===== src/rtl/mem_pkg.sv =====
// Shared types for the MEM stage: access-size encodings, op kinds, FSM states
// and the EX/MEM stage-register layout.
package mem_pkg;

  localparam logic [1:0] SZ_BYTE = 2'b00;
  localparam logic [1:0] SZ_HALF = 2'b01;
  localparam logic [1:0] SZ_WORD = 2'b10;

  typedef enum logic [1:0] {
    OP_ALU   = 2'b00,
    OP_LOAD  = 2'b01,
    OP_STORE = 2'b10
  } op_e;

  typedef enum logic {
    IDLE  = 1'b0,
    MERGE = 1'b1
  } mem_state_e;

  typedef struct packed {
    logic        valid;
    op_e         op;
    logic [1:0]  size;
    logic        uns;
    logic [31:0] addr;
    logic [31:0] wdata;
    logic [4:0]  rd;
    logic        regwrite;
  } stage_t;

  // Size 11 behaves as a word, so any size with bit 1 set needs word alignment.
  function automatic logic is_misaligned(input logic [1:0] size, input logic [1:0] lo);
    return ((size == SZ_HALF) && lo[0]) || (size[1] && (lo != 2'b00));
  endfunction

endpackage


===== src/rtl/mem_load_align.sv =====
// Little-endian lane logic: extracts/extends a load lane from rdata and splices
// the low bits of wdata into the same lane of rdata for sub-word store merges.
module mem_load_align
  import mem_pkg::*;
(
  input  logic [31:0] rdata,
  input  logic [31:0] wdata,
  input  logic [1:0]  addr_lo,
  input  logic [1:0]  size,
  input  logic        uns,
  output logic [31:0] load_data,
  output logic [31:0] merge_data
);

  logic [4:0]  shamt;
  logic [31:0] lane_mask;
  logic [31:0] shifted;

  always_comb begin
    shamt     = '0;
    lane_mask = '1;
    load_data = rdata;
    case (size)
      SZ_BYTE: begin
        shamt     = {addr_lo, 3'b000};
        lane_mask = 32'h0000_00ff;
      end
      SZ_HALF: begin
        shamt     = {addr_lo[1], 4'b0000};
        lane_mask = 32'h0000_ffff;
      end
      default: begin
        shamt     = '0;
        lane_mask = '1;
      end
    endcase

    shifted = rdata >> shamt;
    case (size)
      SZ_BYTE: load_data = uns ? {24'h0, shifted[7:0]}  : {{24{shifted[7]}}, shifted[7:0]};
      SZ_HALF: load_data = uns ? {16'h0, shifted[15:0]} : {{16{shifted[15]}}, shifted[15:0]};
      default: load_data = rdata;
    endcase

    merge_data = (rdata & ~(lane_mask << shamt)) | ((wdata & lane_mask) << shamt);
  end

endmodule


===== src/rtl/mem_access_stage.sv =====
// EX/MEM register plus load/store unit in front of a word-addressed DataMemory
// (combinational read, synchronous write); sub-word stores use a 2-cycle RMW.
module mem_access_stage
  import mem_pkg::*;
#(
  parameter int width      = 32,
  parameter int wordLength = 32
) (
  input  logic                     clk,
  input  logic                     rst,
  input  logic                     ex_valid,
  input  logic                     ex_load,
  input  logic                     ex_store,
  input  logic [1:0]               ex_size,
  input  logic                     ex_unsigned,
  input  logic [31:0]              ex_addr,
  input  logic [wordLength-1:0]    ex_wdata,
  input  logic [4:0]               ex_rd,
  input  logic                     ex_regwrite,
  input  logic                     flush,
  output logic                     stall,
  output logic [$clog2(width)-1:0] mem_addr,
  output logic [wordLength-1:0]    mem_wdata,
  output logic                     mem_write,
  input  logic [wordLength-1:0]    mem_rdata,
  output logic                     wb_valid,
  output logic                     wb_regwrite,
  output logic [4:0]               wb_rd,
  output logic [wordLength-1:0]    wb_data,
  output logic                     wb_misalign,
  output mem_state_e               dbg_state
);

  localparam int AW = $clog2(width);

  stage_t      s_q;
  stage_t      ex_stage;
  mem_state_e  state_q;
  mem_state_e  state_d;
  logic [31:0] merge_q;
  logic [31:0] align_rdata;
  logic [31:0] load_data;
  logic [31:0] merge_data;
  logic        misalign;

  // Handshake: S accepts the EX instruction on every edge where stall is low;
  // EX must hold its inputs while stall is high. flush turns the capture into a bubble.
  always_comb begin
    ex_stage          = '0;
    ex_stage.valid    = ex_valid;
    ex_stage.op       = ex_store ? OP_STORE : (ex_load ? OP_LOAD : OP_ALU);
    ex_stage.size     = ex_size;
    ex_stage.uns      = ex_unsigned;
    ex_stage.addr     = ex_addr;
    ex_stage.wdata    = ex_wdata;
    ex_stage.rd       = ex_rd;
    ex_stage.regwrite = ex_regwrite;
  end

  assign misalign    = s_q.valid && (s_q.op != OP_ALU) && is_misaligned(s_q.size, s_q.addr[1:0]);
  assign mem_addr    = s_q.addr[AW+1:2];
  assign align_rdata = (state_q == MERGE) ? merge_q : mem_rdata;
  assign dbg_state   = state_q;

  mem_load_align u_align (
    .rdata      (align_rdata),
    .wdata      (s_q.wdata),
    .addr_lo    (s_q.addr[1:0]),
    .size       (s_q.size),
    .uns        (s_q.uns),
    .load_data  (load_data),
    .merge_data (merge_data)
  );

  always_ff @(posedge clk) begin
    if (rst) state_q <= IDLE;
    else     state_q <= state_d;
  end

  // Outputs are forced idle while rst is high so a reset during MERGE drops the write.
  always_comb begin
    state_d   = state_q;
    stall     = 1'b0;
    mem_write = 1'b0;
    mem_wdata = '0;
    if (!rst) begin
      case (state_q)
        IDLE: begin
          if (s_q.valid && (s_q.op == OP_STORE) && !misalign) begin
            if (s_q.size[1]) begin
              mem_write = 1'b1;
              mem_wdata = s_q.wdata;
            end else begin
              stall   = 1'b1;
              state_d = MERGE;
            end
          end
        end
        MERGE: begin
          mem_write = 1'b1;
          mem_wdata = merge_data;
          state_d   = IDLE;
        end
        default: state_d = IDLE;
      endcase
    end
  end

  always_ff @(posedge clk) begin
    if (rst) begin
      s_q         <= '0;
      merge_q     <= '0;
      wb_valid    <= 1'b0;
      wb_regwrite <= 1'b0;
      wb_rd       <= '0;
      wb_data     <= '0;
      wb_misalign <= 1'b0;
    end else begin
      if (stall) merge_q <= mem_rdata;
      if (!stall) s_q <= flush ? '0 : ex_stage;
      // A sub-word store reports to WB only once, when its MERGE cycle completes.
      if (stall) begin
        wb_valid    <= 1'b0;
        wb_regwrite <= 1'b0;
        wb_rd       <= '0;
        wb_data     <= '0;
        wb_misalign <= 1'b0;
      end else begin
        wb_valid    <= s_q.valid;
        wb_regwrite <= s_q.valid && s_q.regwrite && (s_q.op != OP_STORE) && !misalign;
        wb_rd       <= s_q.rd;
        wb_misalign <= misalign;
        if (!s_q.valid || misalign)  wb_data <= '0;
        else if (s_q.op == OP_LOAD)  wb_data <= load_data;
        else if (s_q.op == OP_ALU)   wb_data <= s_q.addr;
        else                         wb_data <= '0;
      end
    end
  end

endmodule


===== config.mk =====
export PLATFORM = sky130hd
export DESIGN_NAME = mem_access_stage
export DESIGN_NICKNAME = d
export VERILOG_FILES = /design/src/rtl/mem_pkg.sv /design/src/rtl/mem_load_align.sv /design/src/rtl/mem_access_stage.sv
export SDC_FILE = /design/constraint.sdc
export NUM_CORES = 1
export LEC_CHECK = 0
export ABC_AREA = 1
export BUFFER_PORTS_ARGS = -buffer_cell sky130_fd_sc_hd__clkbuf_2
export CAP_MARGIN = 40
export CELL_PAD_IN_SITES_DETAIL_PLACEMENT = 2
export CELL_PAD_IN_SITES_GLOBAL_PLACEMENT = 2
export CORE_MARGIN = 2
export CORE_UTILIZATION = 28
export DETAILED_ROUTE_END_ITERATION = 10
export PLACE_DENSITY = 0.83
export SLEW_MARGIN = 20
export SYNTH_ARGS = -nofsm -noshare
export SYNTH_HDL_FRONTEND = slang
export SYNTH_SLANG_ARGS = --single-unit

===== constraint.sdc =====
create_clock -name clk -period 2.3 [get_ports clk]
set_clock_uncertainty 0.15 [all_clocks]
set_input_delay 0.23 -clock clk [delete_from_list [all_inputs] [get_ports clk]]
set_output_delay 0.23 -clock clk [all_outputs]
set_load 0.05 [all_outputs]

# [Yosys cells after proc, flatten, opt, wreduce, memory -nomap -nowiden]
# Index checks and enable logic that the tools add are counted.
[totals] word_cells=70 ff_bits=149 out_inout_bits=80
[op_classes] muxes=24 bitwise=5 n_reduce_logical=19 eq_ne=4 shifts=3
[op_table] cell="2-to-1 mux 32 bit" n=8
[op_table] cell="case mux 32 bit (2 select lines)" n=3
[op_table] cell="2-to-1 mux 76 bit" n=1
[op_table] cell="AND 32 bit" n=2
[op_table] cell="left shift 32 x 5 -> 32 bit" n=2
[op_table] cell="inverter 32 bit" n=1
[op_table] cell="OR 32 bit" n=1
[op_table] cell=">> shifter 32 x 5 -> 16 bit" n=1
[op_table] cell="case mux 5 bit (2 select lines)" n=1
[op_table] cell="logical AND 1 bit" n=9
[op_table] cell="2-to-1 mux 1 bit" n=8
[op_table] cell="equality test 2 x 1 -> 1 bit (second input constant)" n=2
[op_table] cell="zero test 2 bit" n=2
[op_table] cell="case mux 1 bit (2 select lines)" n=2
[op_table] cell="nonzero test 2 bit" n=2
[op_table] cell="OR reduction 3 bit" n=1
[op_table] cell="equality test 2 bit (second input constant)" n=1
[op_table] cell="zero test 1 bit" n=2
[op_table] cell="logical OR 1 bit" n=2
[op_table] cell="2-to-1 mux 2 bit" n=1
[op_table] cell="inequality test 2 bit (second input constant)" n=1
[op_table] cell="OR reduction 2 bit" n=1
[op_table] cell="inverter 1 bit" n=1

# [Logic depth before layout (Yosys ltp)]
[depth] ltp_word=10 mapped_depth=12 ltp_nobuf=10

# [Modules after synthesis]
# Synthesis repeated with hierarchy kept, for this count alone.
[hier_totals] cells_unflattened=1357 area_unflattened_um2=8433.1
[modules_own_cells] mod="mem_access_stage" n_inst=1 area_each_um2=7059.3 cells_each=1071 seq_area_each_um2=2982.9
[modules_own_cells] mod="mem_load_align" n_inst=1 area_each_um2=1373.8 cells_each=286 seq_area_each_um2=0.0

# [Worst setup path after synthesis]
# No wires, ideal clock.
[synth_timing] path_type="register to output" start="register state_q, in the netlist dbg_state" end="output port mem_wdata[12]" slack_ps=-784 stages_incl_launch_ff=7 arrival_time_ps=2704 cell_sequence="dfxtp_1 -> buf_2 -> buf_1 -> buf_2 -> buf_2 -> nor2_1 -> nor3_1"
[synth_between] elab_chain_len=5 elab_cells_between_ends=6
[synth_lines] item="start: declaration" line_no="mem_access_stage.sv:38" text="mem_state_e state_q;"
[synth_lines] item="start signal: assignment" line_no="mem_access_stage.sv:77" text="else state_q <= state_d;"
[synth_lines] item="2-to-1 mux 32 bit" line_no="mem_access_stage.sv:62" text="assign align_rdata = (state_q == MERGE) ? merge_q : mem_rdata;"
[synth_lines] item="AND 32 bit" line_no="mem_load_align.sv:45" text="merge_data = (rdata & ~(lane_mask << shamt)) | ((wdata & lane_mask) << shamt);"
[synth_lines] item="OR 32 bit" line_no="mem_load_align.sv:45"
[synth_lines] item="case mux 32 bit (2 select lines) (*)" line_no="mem_access_stage.sv:87" text="case (state_q)"
[synth_lines] item="2-to-1 mux 32 bit (*)" line_no="mem_access_stage.sv:86" text="if (!rst) begin"
[synth_lines] item="end: declaration" line_no="mem_access_stage.sv:23" text="output logic [wordLength-1:0] mem_wdata,"
# Every way passes the cells marked *; elsewhere a longest branch is shown, timed or not.

# [Worst setup path after layout]
[layout_timing] start="register s_q[72] (netlist bit)" end="output port mem_wdata[4]"
[layout_between] elab_chain_len=9 elab_cells_between_ends=20
[layout_lines] item="start: declaration" line_no="mem_access_stage.sv:36" text="stage_t s_q;"
[layout_lines] item="start signal: assignment" line_no="mem_access_stage.sv:120" text="if (!stall) s_q <= flush ? '0 : ex_stage;"
[layout_lines] item="branches (longest 7 deep; another with case mux 32 bit (2 select lines))"
[layout_lines] item="case mux 32 bit (2 select lines) (*)" line_no="mem_access_stage.sv:87"
[layout_lines] item="2-to-1 mux 32 bit (*)" line_no="mem_access_stage.sv:86"
# Mark *: on every way between the ends.

==> impl_metrics.csv <==
group,metric,value,unit
status,outcome,"complete, but fails checks",
status,violations,"setup timing",
place,dp_hpwl,23900,um
clock_tree,cts-root-buf,"clkbuf_16",
floorplan,die_y,162,um
floorplan,initial_core_util,28.7,%
sta,report.final.setup_viol,96,
clock_tree,cts-buffers-inserted,17,
synth,synthFlopType,"dfxtp_1",
clock_tree,path_clk_slew,80,ps
cells_and_area,final_nets,1521,
cells_and_area,synthToLayoutAreaGrowth,71.0,%
worst_setup_path,slowest_delay,380,ps
drt,final_antenna_net_count,0,
worst_setup_path,cp_data_arrival_time,2320,ps
synth,syn_area_per_cell,6.57,um^2
sta,finalCritPeriodShare,117,%
drt,post_drt_wl_per_cell,31.5,um
cells_and_area,seqCellArea,3000,um^2
worst_setup_path,r2r_slack,-320,ps
drt,vias,9956,
clock_tree,clk_latency,470,ps
synth,synthMuxAreaShare,0,%
drt,route.detailed.drc,0,
worst_setup_path,crit_required,1920,ps
worst_setup_path,path_class,"register to primary output",
cells_and_area,post-route-util,49.1,%
place,gp_congestion,0.888,
global_routing,antenna_found_initial,1,
floorplan,coreArea,24500,um^2
global_routing,grt_pass1_vias,10600,
sta,relSlewSlack,48.3,%
cells_and_area,layout_commonest_cell,"nand2_1",
cells_and_area,final_cell_mix,"nand2_1 (442), clkbuf_2 (156), dfxtp_1 (143)",
sta,rsz0062_at_grt,"yes",
cells_and_area,drive_gt1_share,31.4,%
worst_setup_path,path_cells,"buf_6 -> nor2_8 -> nand2_8 -> nand2_4 -> nand2_1 -> buf_6 -> nand2_1 -> o21ai_0 -> buf_4 -> nor2_4 -> buf_12",
worst_hold_path,hp-class,"primary input to register",
worst_setup_path,reg2reg_to,"merge_q[17]",
floorplan,pin_count,191,
synth,yosysWarnings,0,
sta,whs,165,ps
power_and_ir_drop,pwr_density_cell,587,nW/um^2
sta,finalHoldViolCount,0,
clock_tree,cts.sinks,149,
global_routing,overflow,0,
worst_setup_path,cp_slowest_cell,"dfxtp_4",
flow_run,drv_cap,0,
synth,synth_edf_count,0,
sta,fin_ws,-395,ps
power_and_ir_drop,p_leak,5.26,nW
worst_setup_path,worstPathMaxFanout,16,
synth,synth_compound_area_share,12.1,%
power_and_ir_drop,peakVddDrop,0.000457,V
drt,firstDrtPassIters,7,
global_routing,grt_util_all_layers,36.0,%
floorplan,die-area,26400,um^2
sta,worst_slew_pin_slew,775,ps
global_routing,grt_pass1_wl,70000,um
synth,syn_inst,1068,
drt,finalWirelength,55100,um
sta,slew_viol_final,0,
cells_and_area,multi_input_area,4220,um^2
floorplan,fp-row-count,57,
worst_setup_path,crit_start,"s_q[72]",
global_routing,grt_max_degree,56,
worst_setup_path,crit_end,"mem_wdata[4]",
drt,drt_iter0_drc,873,
cells_and_area,fill_cells,2711,
clock_tree,cts_tree,"built",
synth,yosys.area_share.adder,0,%
clock_tree,h-tree-depth,4,
clock_tree,clk_path_buf_depth,2,
worst_setup_path,ff2ff_path_depth,11,
synth,yosys.area_share.simple,36.2,%
synth,syn_nets,1179,
synth,synth_top_family_by_area,"simple AND/OR/NAND/NOR gates",
worst_setup_path,start_kind,"register",
worst_setup_path,cp-end-kind,"primary output",
synth,ys_ff_latch,149,
floorplan,die_w,162,um
synth,ys_types,25,
synth,synth-async-reset-ratio,0,%
sta,finalCriticalPeriod,2700,ps
sta,fmax,371,MHz
synth,yosysSeqAreaShare,42.5,%
place,port-buffer-count,190,
synth,synth_xor_area_share,0,%
worst_setup_path,rr_startpoint,"s_q[74]",
drt,vias_per_cell,5.70,
synth,synth_area,7020,um^2
==> stage by stage <==
stage          cell area (um^2)  power, W  setup WS, ps  setup TNS, ps  cells
6_report                  12000   0.00705          -395         -13910   1748
5_1_grt                   12000   0.00717          -440         -16710   1748
2_1_floorplan              7370   0.00314         -20.7          -20.7   1068
3_3_place_gp               9100   0.00344          28.8              0   1569
3_5_place_dp               9100   0.00347          -161          -1000   1569
4_1_cts                   11500   0.00667          -190          -4890   1728
==> power breakdown <==
part / total, W / internal (W) / switching, W / leakage, nW
clock network: 0.00318 / 0.00165 / 0.00152 / 0.293
registers: 0.00271 / 0.00264 / 0.0000654 / 1.22
logic: 0.00116 / 0.000431 / 0.000733 / 3.75
total: 0.00705 / 0.00473 / 0.00232 / 5.26
==> cells by family (layout without fill, tap and decap cells) <==
logic type             Yosys count  count (layout)
buffers and inverters          142             495
other                            0               1
flip-flops                     149             149
AND/OR/NAND/NOR                621             623
AO/OA/AOI/OAI                  156             156
==> critical path, delay by kind of cell (launching register included) <==
| kind | cells | cell delay [ps] |
|---|---|---|
| compound gates | 1 | 130 |
| buf+inv | 4 | 630 |
| flops | 1 | 380 |
| simple gates | 6 | 710 |
==> state kept, by name, indices dropped and copies added (netlist names) <==
name,cells
merge_q,32
mem_addr,5
wb_regwrite,1
dbg_state,1
wb_misalign,1
s_q,71
wb_valid,1
wb_data,32
wb_rd,5
==> worst min path at each step <==
stage	cells after the start	slack, ps	startpoint	to
final	5	160	flush	s_q[24]
after global routing	5	210	flush	s_q[22]
after CTS	5	160	flush	s_q[23]
after detailed placement	3	270	ex_addr[28]	s_q[66]
after global placement	3	270	ex_wdata[28]	s_q[34]
after floorplan	2	180	ex_size[1]	s_q[72]
==> routing by layer <==
metal / wire length, um / global-route usage [%] / vias to the layer above
met5: 0 / 0 / -
met4: 3850 / 18.2 / 0
met3: 4080 / 6.44 / 263
met2: 27200 / 64.1 / 678
met1: 20000 / 41.3 / 4919
li1: - / - / 4096
==> timing repair <==
action | CTS | global route
setup endpoints to repair | 50 | 126
endpoints found under the hold margin | 108 | 0
gates resized for setup | 127 | 85
buffers inserted | 17 | 17
cloned | 3 | 4
pin swaps | 25 | 33
hold buffers | 108 | 0
==> Yosys cell counts, types with 4 or more instances <==
cell,count,area [um^2]
nand2_1,469,1760
dfxtp_1,149,2980
nand3_1,98,490
inv_1,64,240
o21ai_0,60,300
a21oi_1,58,290
o22ai_1,30,188
nor2_1,28,105
clkbuf_1,25,93.8
buf_2,24,120
buf_4,18,135
nor3_1,9,45.0
o2111ai_1,7,61.3
inv_2,5,18.8
nor2_2,5,31.3
buf_1,4,15.0
==> layout make-up <==
cell class	instances	area share, %
Multi-Input combinational cell	779	35.2
Timing Repair Buffer	394	29.1
Sequential cell	149	25.0
Clock buffer	17	3.54
Tap cell	324	3.38
Inverter	69	2.27
Clock inverter	15	1.51
Antenna cell	1	0.0208
(Power assumes the default switching activity.)
